$ cat src/rtl/xor_dp_scheduler.sv
// Round-robin scheduler sharing one skewed 3-input XOR datapath among NREQ
// requesters. s1 is driven one cycle ahead of s2/r so the datapath's internal
// skew lines up. Results come back four cycles after the grant, tagged with
// the requester index.
module xor_dp_scheduler #(
    parameter int NREQ        = 4,
    parameter int ID_W        = 2,
    parameter int INIT_CYCLES = 2
) (
    input  logic            clk_i,
    input  logic            rst_i,
    input  logic            enable_i,
    input  logic [NREQ-1:0] req_valid_i,
    output logic [NREQ-1:0] req_ready_o,
    input  logic [NREQ-1:0] req_a_i,
    input  logic [NREQ-1:0] req_b_i,
    input  logic [NREQ-1:0] req_c_i,
    output logic            dp_rst_o,
    output logic            dp_s1_o,
    output logic            dp_s2_o,
    output logic            dp_r_o,
    input  logic            dp_o_i,
    output logic            rsp_valid_o,
    output logic            rsp_data_o,
    output logic [ID_W-1:0] rsp_id_o,
    output logic            idle_o
);

    localparam logic [1:0] ST_INIT  = 2'd0;
    localparam logic [1:0] ST_IDLE  = 2'd1;
    localparam logic [1:0] ST_RUN   = 2'd2;
    localparam logic [1:0] ST_DRAIN = 2'd3;
    localparam int         CNT_W    = $clog2(INIT_CYCLES + 1);

    logic [1:0]      r_state;
    logic [CNT_W-1:0] r_init_cnt;
    logic [ID_W-1:0] r_ptr;

    // Stage-valid shift register: bit 0 = stage 1 (s1 driven), bit 3 = response.
    logic [3:0]      r_vld;
    logic            r_b1, r_c1;
    logic [ID_W-1:0] r_id1, r_id2, r_id3;

    logic            w_found;
    logic [ID_W-1:0] w_gidx;
    logic [ID_W:0]   w_cand;
    logic            w_fire;

    // Round-robin search: first valid requester at or after the pointer, with wrap.
    always_comb begin
        w_found = 1'b0;
        w_gidx  = '0;
        w_cand  = '0;
        for (int k = 0; k < NREQ; k++) begin
            w_cand = {1'b0, r_ptr} + (ID_W+1)'(k);
            if (w_cand >= (ID_W+1)'(NREQ))
                w_cand = w_cand - (ID_W+1)'(NREQ);
            if (!w_found && req_valid_i[w_cand[ID_W-1:0]]) begin
                w_found = 1'b1;
                w_gidx  = w_cand[ID_W-1:0];
            end
        end
    end

    // Grants only while running and still enabled; dropping enable blocks that same cycle.
    assign w_fire      = (r_state == ST_RUN) && enable_i && w_found;
    assign req_ready_o = w_fire ? ({{(NREQ-1){1'b0}}, 1'b1} << w_gidx) : '0;
    assign dp_rst_o    = (r_state == ST_INIT);
    assign idle_o      = (r_state == ST_IDLE);
    assign rsp_valid_o = r_vld[3];

    // Control FSM, init counter and round-robin pointer.
    always_ff @(posedge clk_i or posedge rst_i) begin
        if (rst_i) begin
            r_state    <= ST_INIT;
            r_init_cnt <= '0;
            r_ptr      <= '0;
        end else begin
            if (w_fire)
                r_ptr <= (w_gidx == ID_W'(NREQ-1)) ? '0 : w_gidx + 1'b1;
            case (r_state)
                ST_INIT: begin
                    r_init_cnt <= r_init_cnt + 1'b1;
                    if (r_init_cnt == CNT_W'(INIT_CYCLES-1))
                        r_state <= ST_IDLE;
                end
                ST_IDLE:  if (enable_i) r_state <= ST_RUN;
                ST_RUN:   if (!enable_i) r_state <= ST_DRAIN;
                default:  if (r_vld == '0) r_state <= ST_IDLE;
            endcase
        end
    end

    // Issue pipeline; bubbles carry zero operands and a zero valid bit.
    always_ff @(posedge clk_i or posedge rst_i) begin
        if (rst_i) begin
            r_vld   <= '0;
            dp_s1_o <= 1'b0;
            r_b1    <= 1'b0;
            r_c1    <= 1'b0;
            r_id1   <= '0;
            dp_s2_o <= 1'b0;
            dp_r_o  <= 1'b0;
            r_id2   <= '0;
            r_id3   <= '0;
        end else begin
            r_vld   <= {r_vld[2:0], w_fire};
            dp_s1_o <= w_fire & req_a_i[w_gidx];
            r_b1    <= w_fire & req_b_i[w_gidx];
            r_c1    <= w_fire & req_c_i[w_gidx];
            r_id1   <= w_gidx;
            dp_s2_o <= r_b1;
            dp_r_o  <= r_c1;
            r_id2   <= r_id1;
            r_id3   <= r_id2;
        end
    end

    // Capture the datapath result when the third stage holds a real op; hold otherwise.
    always_ff @(posedge clk_i or posedge rst_i) begin
        if (rst_i) begin
            rsp_data_o <= 1'b0;
            rsp_id_o   <= '0;
        end else if (r_vld[2]) begin
            rsp_data_o <= dp_o_i;
            rsp_id_o   <= r_id3;
        end
    end

endmodule

$ cat config.mk
export PLATFORM = sky130hd
export DESIGN_NAME = xor_dp_scheduler
export DESIGN_NICKNAME = d
export VERILOG_FILES = /design/src/rtl/xor_dp_scheduler.sv
export SDC_FILE = /design/constraint.sdc
export NUM_CORES = 1
export LEC_CHECK = 0
export CAP_MARGIN = 10
export CORE_AREA = 2 2 43 85
export CTS_CLUSTER_DIAMETER = 100
export DETAILED_ROUTE_END_ITERATION = 12
export DIE_AREA = 0 0 45 87
export GPL_TIMING_DRIVEN = 0
export SETUP_SLACK_MARGIN = 0.5
export SYNTH_ARGS = -nofsm -noshare
export SYNTH_HDL_FRONTEND = slang
export SYNTH_SLANG_ARGS = --single-unit
$ cat constraint.sdc
create_clock -name clk_i -period 1.9 [get_ports clk_i]
set_clock_uncertainty 0.2 [all_clocks]
set_input_delay 0.19 -clock clk_i [delete_from_list [all_inputs] [get_ports clk_i]]
set_output_delay 0.19 -clock clk_i [all_outputs]
set_load 0.01 [all_outputs]
==> out/qor.yml, run 1 <==
antenna-diode-count: 0
route.vias.total: 879
path_common_cell: "sky130_fd_sc_hd__buf_6"
number_of_antenna_violations_at_the_first_check_in_global_routing: 0
levels_on_crit_path: 8
cts-root-buf: "sky130_fd_sc_hd__clkbuf_8"
fillCellCount: 286
synth_area_um2: 1119
synth.yosys.seq_area_share_pct: 53.69
violated_checks: "negative setup slack"
cts_tree: "done"
mean_routed_wirelength_per_cell_um: 12.67
preCtsSetupSlack_ps: -882.6
area.growth.synth_to_final_pct: 68.79
core_um2: 3303
status: "complete, but fails checks"
synth_edf_count: 0
fmax_mhz: 461.8
total_power_mw: 2.538
initial_util_pct: 33.86
final.setup.worst_slack_ps: -265.3
route.antenna.remaining_nets: 0
final_hold_viol_count: 0
timing.critical_path.max_delay_family: "flip-flops"
floorplan.die_area_um2: 3915
core.rowCount: 30
worstSetupEndpointType: "output port"
worstPathBufferInverterCount: 3
post_cts_hold_buffer_count: 0
final_layout_size_suffix_gt1_share_pct: 47.97
worstSkewPairLatency_ps: 260
criticalPathCategory: "flop to output port"
grt_max_degree: 25
report.final.setup_viol: 7
worst_setup_hold_path_clk_slew_ps: 80
vdd_ir_drop_max_mv: 0.9929
globalRouteOverflowTotal: 0
gpl.final_weighted_congestion: 0.7153
dp.final_hpwl_um: 1460
floorplan.die.width_um: 45
p_leak_nw: 0.8708
worst-path-max-fanout: 6
clkSinkCount: 24
critical_path_top_delay_cell: "sky130_fd_sc_hd__dfrtp_2"
netlist-cell-type-count: 24
min_path_type: "input port to async pin"
worst-r2r-setup-slack_ps: -90
arrival_ps: 1780
num-nets-final: 178
top_level_ports: 33
critical-path-max-stage-delay_ps: 460
setup_total_negative_slack_ps: -1136
synth_top_cells_by_area: "sky130_fd_sc_hd__dfrtp_1 (54%), sky130_fd_sc_hd__ha_1 (10%), sky130_fd_sc_hd__mux2i_1 (5.4%)"
ys.flop_type: "sky130_fd_sc_hd__dfrtp_1"
synth.ff_latch_count: 24
grtUsageTotal_pct: 12.06
drt_iter0_drc: 13
actual_transition_at_the_worst_max_transition_pin_ps: 509.4
drtPass1Iterations: 4
syn_nets: 119
routed_wirelength_um: 2281
post_synth_inst_count: 90
timing.slew.headroom_pct: 65.97
crit_chain: "nand3b_1 > o21ai_2 > a211oi_4 > inv_2 > buf_6 > ha_4 > and2_4 > buf_6"
grt_pass1_wl_um: 3525
worstPathRequired_ps: 1510
finalCritPeriodShare_pct: 114.0
synth_async_sr_flop_share_pct: 100.0
chipHeight_um: 87
most_common_cell_in_the_synthesized_netlist: "sky130_fd_sc_hd__dfrtp_1"
syn_avg_cell_area_um2: 12.43
final-max-slew-violation-count: 0
numCtsBuffers: 3
grt_setup_unrepaired: "true"
ys.warnings.count: 0
synth_top_cells_by_count: "sky130_fd_sc_hd__dfrtp_1 (24), sky130_fd_sc_hd__ha_1 (9), sky130_fd_sc_hd__inv_1 (9)"
critPathLaunchType: "flop"
fin_crit_ps: 2165
yosys.area.top_type: "sky130_fd_sc_hd__dfrtp_1"
synth_top_area_share_pct: 53.69
numPortBuffers: 32
drc: 0
powerDensity_nw_per_um2: 1344
via_count_of_the_first_global_routing_pass: 800
clk_path_buf_depth: 2
number_of_cells_traversed_by_the_worst_register_to_register_path: 9
detail_route.vias_per_cell: 4.883
max_cap_violations: 0
h-tree-depth: 1
## through the flow
stage / utilization, % / hold slack [ps] / std cells / instance area [um2]
global placement: 47.08 / 133.5 / 154 / 1555
CTS: 54.73 / 153.1 / 176 / 1808
floorplan: - / 4.622 / 90 / 1195
global route: 57.16 / 163.0 / 180 / 1888
finish: 57.16 / 111.0 / 180 / 1888
detailed placement: 47.08 / 134.7 / 154 / 1555
## cell type report
| type | instances | area, um2 | area share [%] |
|---|---|---|---|
| multi-input cells | 56 | 625.6 | 33.13 |
| flip-flops and latches | 24 | 603.1 | 31.94 |
| repair buffers | 54 | 510.5 | 27.04 |
| clock buffers | 4 | 55.05 | 2.916 |
| inverters | 9 | 42.54 | 2.253 |
| well taps | 32 | 40.04 | 2.121 |
| plain buffers | 1 | 11.26 | 0.5964 |
## path summary, 6_finish.rpt
check                                     start            endpoint
setup / recovery           r_ptr[1]$_DFFE_PP0P_      req_ready_o[0]
hold / removal                            rst_i    dp_r_o$_DFF_PP0_
hold reg to reg                  r_c1$_DFF_PP0_    dp_r_o$_DFF_PP0_
max in group asynchronous                 rst_i  r_vld[2]$_DFF_PP0_
min in group clk_i               r_c1$_DFF_PP0_    dp_r_o$_DFF_PP0_
setup reg to reg           r_ptr[1]$_DFFE_PP0P_      r_c1$_DFF_PP0_
## sequential cells by signal, indices dropped and copies added (netlist names)
name        flops
r_init_cnt      2
r_c1            1
rsp_id_o        2
r_state         2
rsp_data_o      1
r_vld           4
r_id3           2
r_id1           2
dp_s1_o         1
r_id2           2
r_ptr           2
r_b1            1
dp_s2_o         1
dp_r_o          1
## layout by cell type, fill, tap and decap left out, types with 2 or more instances in the layout
master,instances
sky130_fd_sc_hd__a211oi_1,2
sky130_fd_sc_hd__a21oi_2,2
sky130_fd_sc_hd__a221oi_2,3
sky130_fd_sc_hd__and2_1,2
sky130_fd_sc_hd__and2_2,2
sky130_fd_sc_hd__and2_4,3
sky130_fd_sc_hd__buf_4,14
sky130_fd_sc_hd__buf_6,13
sky130_fd_sc_hd__clkbuf_8,4
sky130_fd_sc_hd__clkdlybuf4s50_1,18
sky130_fd_sc_hd__dfrtp_1,22
sky130_fd_sc_hd__dfrtp_2,2
sky130_fd_sc_hd__dlygate4sd2_1,8
sky130_fd_sc_hd__ha_1,2
sky130_fd_sc_hd__ha_2,2
sky130_fd_sc_hd__ha_4,5
sky130_fd_sc_hd__inv_1,4
sky130_fd_sc_hd__inv_2,3
sky130_fd_sc_hd__mux2_2,3
sky130_fd_sc_hd__mux2_4,2
sky130_fd_sc_hd__mux2i_1,4
sky130_fd_sc_hd__mux2i_2,2
sky130_fd_sc_hd__nand2_1,3
sky130_fd_sc_hd__nand3b_1,3
sky130_fd_sc_hd__nor2_1,2
## kinds of logic after synthesis
group / Yosys count / synth area share [%]
fa+ha+maj: 9 / 10.07
compound gates: 14 / 10.29
xor+xnor: 1 / 0.7831
buf+inv: 10 / 4.027
mux: 11 / 10.40
simple gates: 21 / 10.74
flops: 24 / 53.69
## layer usage
metal / up-vias / global-route usage [%] / routed length [um] / part of all wire (%)
li1: 431 / - / - / -
met1: 428 / 16.03 / 945 / 41
met2: 18 / 19.74 / 1236 / 54
met3: 2 / 2.075 / 85 / 3.7
met4: 0 / 3.209 / 14 / 0.61
met5: - / 0 / 0 / 0
## repair_timing
action                                  4_1_cts  5_1_grt
gates resized for setup                      55       11
pin swaps                                    11       11
buffers inserted                             18        4
hold endpoints to repair                      0        0
endpoints found under the setup margin       23       40
## power breakdown
part / total, mW / internal (mW) / switching [mW]
Combinational: 1.41 / 0.836 / 0.576
Sequential: 0.794 / 0.691 / 0.103
Clock: 0.332 / 0.184 / 0.148
Total: 2.54 / 1.71 / 0.827
Note: power is estimated with default switching activity, not from simulation.
==> run 2: changes to the inputs <==
GPL_TIMING_DRIVEN = not set   (was 0)
==> run 2 against run 1 <==
  * The flow still finishes with violations (negative setup slack)
  * Maximum frequency decreased by 0.25%
  * Utilization increased by 3.8 points
  * Final area increased by 6.6%
  * Clock power increased by 2%
  * Critical path type unchanged
  * Global-route usage increased by 1.3 points
  * Setup slack got worse by 5.4 ps
  * Total power increased by 6.5%
  * Clock-buffer cell count unchanged
  * Sequential power increased by 0.9%
  * Largest cell class unchanged
  * Register-to-register slack got worse by 20 ps
==> out/qor.yml, run 2 (synthesis results as in run 1) <==
h-tree-depth: 1  # unchanged
drc: 0  # unchanged
fin_crit_ps: 2171  # was 2165 ps
worstPathRequired_ps: 1510  # about the same
routed_wirelength_um: 2523  # was 2281 um
grtUsageTotal_pct: 13.32  # was 12.06%
final_common_cell: "sky130_fd_sc_hd__dfrtp_1"  # unchanged
final-max-slew-violation-count: 0  # unchanged
mean_routed_wirelength_per_cell_um: 13.21  # was 12.67 um
worst_setup_hold_path_clk_slew_ps: 80  # about the same
final.setup.worst_slack_ps: -270.7  # was -265.3 ps
cts_tree: "done"  # unchanged
number_of_antenna_violations_at_the_first_check_in_global_routing: 0  # unchanged
route.vias.total: 940  # was 879
antenna-diode-count: 0  # unchanged
route.antenna.remaining_nets: 0  # unchanged
worstPathBufferInverterCount: 3  # unchanged
gpl.final_weighted_congestion: 0.7452  # was 0.7153
cts-root-buf: "sky130_fd_sc_hd__clkbuf_8"  # unchanged
hold_slack_ps: 88.01  # was 111.0 ps
chipHeight_um: 87  # unchanged
grt_max_degree: 25  # unchanged
p_leak_nw: 0.9561  # was 0.8708 nW
final_layout_size_suffix_gt1_share_pct: 51.57  # was 47.97%
top_level_ports: 33  # unchanged
timing.slew.headroom_pct: 73.77  # was 65.97%
fillCellCount: 277  # was 286
setup_total_negative_slack_ps: -1284  # was -1136 ps
final_cell_count_no_fill: 191  # was 180
crit-reg2reg-launch: "r_ptr[0]$_DFFE_PP0P_"  # was r_ptr[1]$_DFFE_PP0P_
seqPwrFrac_pct: 29.6  # was 31.3%
final_hold_viol_count: 0  # unchanged
worstSkewPairLatency_ps: 260  # about the same
postLayoutCoreUtil_pct: 60.95  # was 57.16%
preCtsSetupSlack_ps: -679.9  # was -882.6 ps
registers.top_by_ff_count: "r_vld"  # unchanged
numPortBuffers: 32  # unchanged
drt_iter0_drc: 2  # was 13
crit_chain: "nand2b_4 > a21oi_2 > nand3b_1 > buf_6 > inv_6 > ha_4 > and2_4 > buf_6"  # was nand3b_1 > o21ai_2 > a211oi_4 > inv_2 > buf_6 > ha_4 > and2_4 > buf_6
clkSinkCount: 24  # unchanged
fmax_mhz: 460.7  # was 461.8 MHz
largest_reg_flops: 4  # unchanged
grt_pass1_wl_um: 3946  # was 3525 um
floorplan.die_area_um2: 3915  # unchanged
actual_transition_at_the_worst_max_transition_pin_ps: 393.5  # was 509.4 ps
via_count_of_the_first_global_routing_pass: 891  # was 800
area.growth.synth_to_final_pct: 79.98  # was 68.79%
vdd_ir_drop_max_mv: 0.9358  # was 0.9929 mV
report.final.setup_viol: 9  # was 7
initial_util_pct: 33.86  # unchanged
number_of_cells_traversed_by_the_worst_register_to_register_path: 10  # was 9
floorplan.die.width_um: 45  # unchanged
dp.final_hpwl_um: 1696  # was 1460 um
detail_route.vias_per_cell: 4.921  # was 4.883
timing.critical_path.max_delay_family: "simple AND/OR/NAND/NOR gates"  # was flip-flops
core_um2: 3303  # unchanged
finish.instance_area_um2: 2013  # was 1888 um2
clk_path_buf_depth: 2  # unchanged
arrival_ps: 1780  # about the same
globalRouteOverflowTotal: 0  # unchanged
path_common_cell: "sky130_fd_sc_hd__buf_6"  # unchanged
worstSetupEndpointType: "output port"  # unchanged
numCtsBuffers: 3  # unchanged
status: "complete, but fails checks"  # unchanged
worst-path-max-fanout: 6  # unchanged
power_frac_comb_pct: 57.8  # was 55.6%
layout.cells.most_common_list: "sky130_fd_sc_hd__dfrtp_1 (22), sky130_fd_sc_hd__buf_4 (21), sky130_fd_sc_hd__buf_6 (17), sky130_fd_sc_hd__clkdlybuf4s50_1 (15), sky130_fd_sc_hd__dlygate4sd2_1 (10)"  # was sky130_fd_sc_hd__dfrtp_1 (22), sky130_fd_sc_hd__clkdlybuf4s50_1 (18), sky130_fd_sc_hd__buf_4 (14), sky130_fd_sc_hd__buf_6 (13), sky130_fd_sc_hd__dlygate4sd2_1 (8)
internal_power_consumption_mw: 1.821  # was 1.711 mW
grt_setup_unrepaired: "true"  # unchanged
dp_cells: 170  # was 154
reg2reg_to: "r_c1$_DFF_PP0_"  # unchanged
critPathLaunchType: "flop"  # unchanged
place_area_um2: 1672  # was 1555 um2
num-nets-final: 189  # was 178
p_clk_share_pct: 12.6  # was 13.1%
power.switching_fraction_pct: 32.68  # was 32.58%
total_power_mw: 2.704  # was 2.538 mW
violated_checks: "negative setup slack"  # unchanged
drtPass1Iterations: 2  # was 4
critical-path-max-stage-delay_ps: 460  # about the same
core.rowCount: 30  # unchanged
powerDensity_nw_per_um2: 1343  # was 1344 nW/um2
finalCritPeriodShare_pct: 114.2  # was 114.0%
criticalPathCategory: "flop to output port"  # unchanged
worst-r2r-setup-slack_ps: -110  # was -90 ps
min_path_type: "input port to async pin"  # unchanged
max_cap_violations: 0  # unchanged
p_sw_mw: 0.8836  # was 0.8271 mW
critical_path_top_delay_cell: "sky130_fd_sc_hd__dfrtp_2"  # unchanged
-- run 2: how the worst max path moves through the flow --
stage / startpoint / end / slack [ps] / depth (start not counted)
2_1_floorplan: r_ptr[1]$_DFFE_PP0P_ / r_ptr[1]$_DFFE_PP0P_ / 90 / 5
5_1_grt: r_ptr[1]$_DFFE_PP0P_ / req_ready_o[1] / -370 / 8
3_5_place_dp: req_valid_i[3] / req_ready_o[0] / -680 / 8
6_report: r_ptr[1]$_DFFE_PP0P_ / req_ready_o[1] / -270 / 8
3_3_place_gp: req_valid_i[3] / req_ready_o[1] / -650 / 8
4_1_cts: r_ptr[1]$_DFFE_PP0P_ / req_ready_o[3] / -250 / 8
-- run 2: layout make-up --
type	count	area, um2	share of cell area (%)
inverters	9	48.80	2.424
well taps	32	40.04	1.989
clock buffers	4	55.05	2.735
flip-flops and latches	24	603.1	29.96
repair buffers	66	624.3	31.01
multi-input cells	56	641.9	31.88
-- run 2: repair_timing --
| item | CTS | global route |
|---|---|---|
| hold buffers | 0 | 0 |
| setup endpoints to repair | 23 | 18 |
| setup buffers | 15 | 2 |
| resized for setup | 67 | 10 |
| pin swaps | 11 | 6 |
-- run 2: layer usage --
metal | part of all wire, % | vias up | GRT usage (%) | wire (um)
met4 | 0.48 | 0 | 3.743 | 12
li1 | - | 458 | - | -
met1 | 40 | 462 | 17.72 | 1009
met2 | 55 | 18 | 21.30 | 1389
met3 | 4.4 | 2 | 2.905 | 112
met5 | 0 | - | 0 | 0
-- run 2: power groups by stage --
stage               logic [mW]  registers (mW)  clock network [mW]
floorplan                0.624           0.818                   0
detailed placement        1.09           0.799                   0
CTS                       1.48           0.797               0.350
global placement          1.07           0.793                   0
global route              1.70           0.821               0.370
finish                    1.56           0.801               0.339
-- run 2: worst register-to-register path, delay by kind of cell, from the launching register on --
| kind | cells | cell delay, ps |
|---|---|---|
| AOI/OAI and AO/OA | 4 | 590 |
| buffers and inverters | 5 | 540 |
| DFF | 1 | 460 |
| and+or+nand+nor | 1 | 150 |
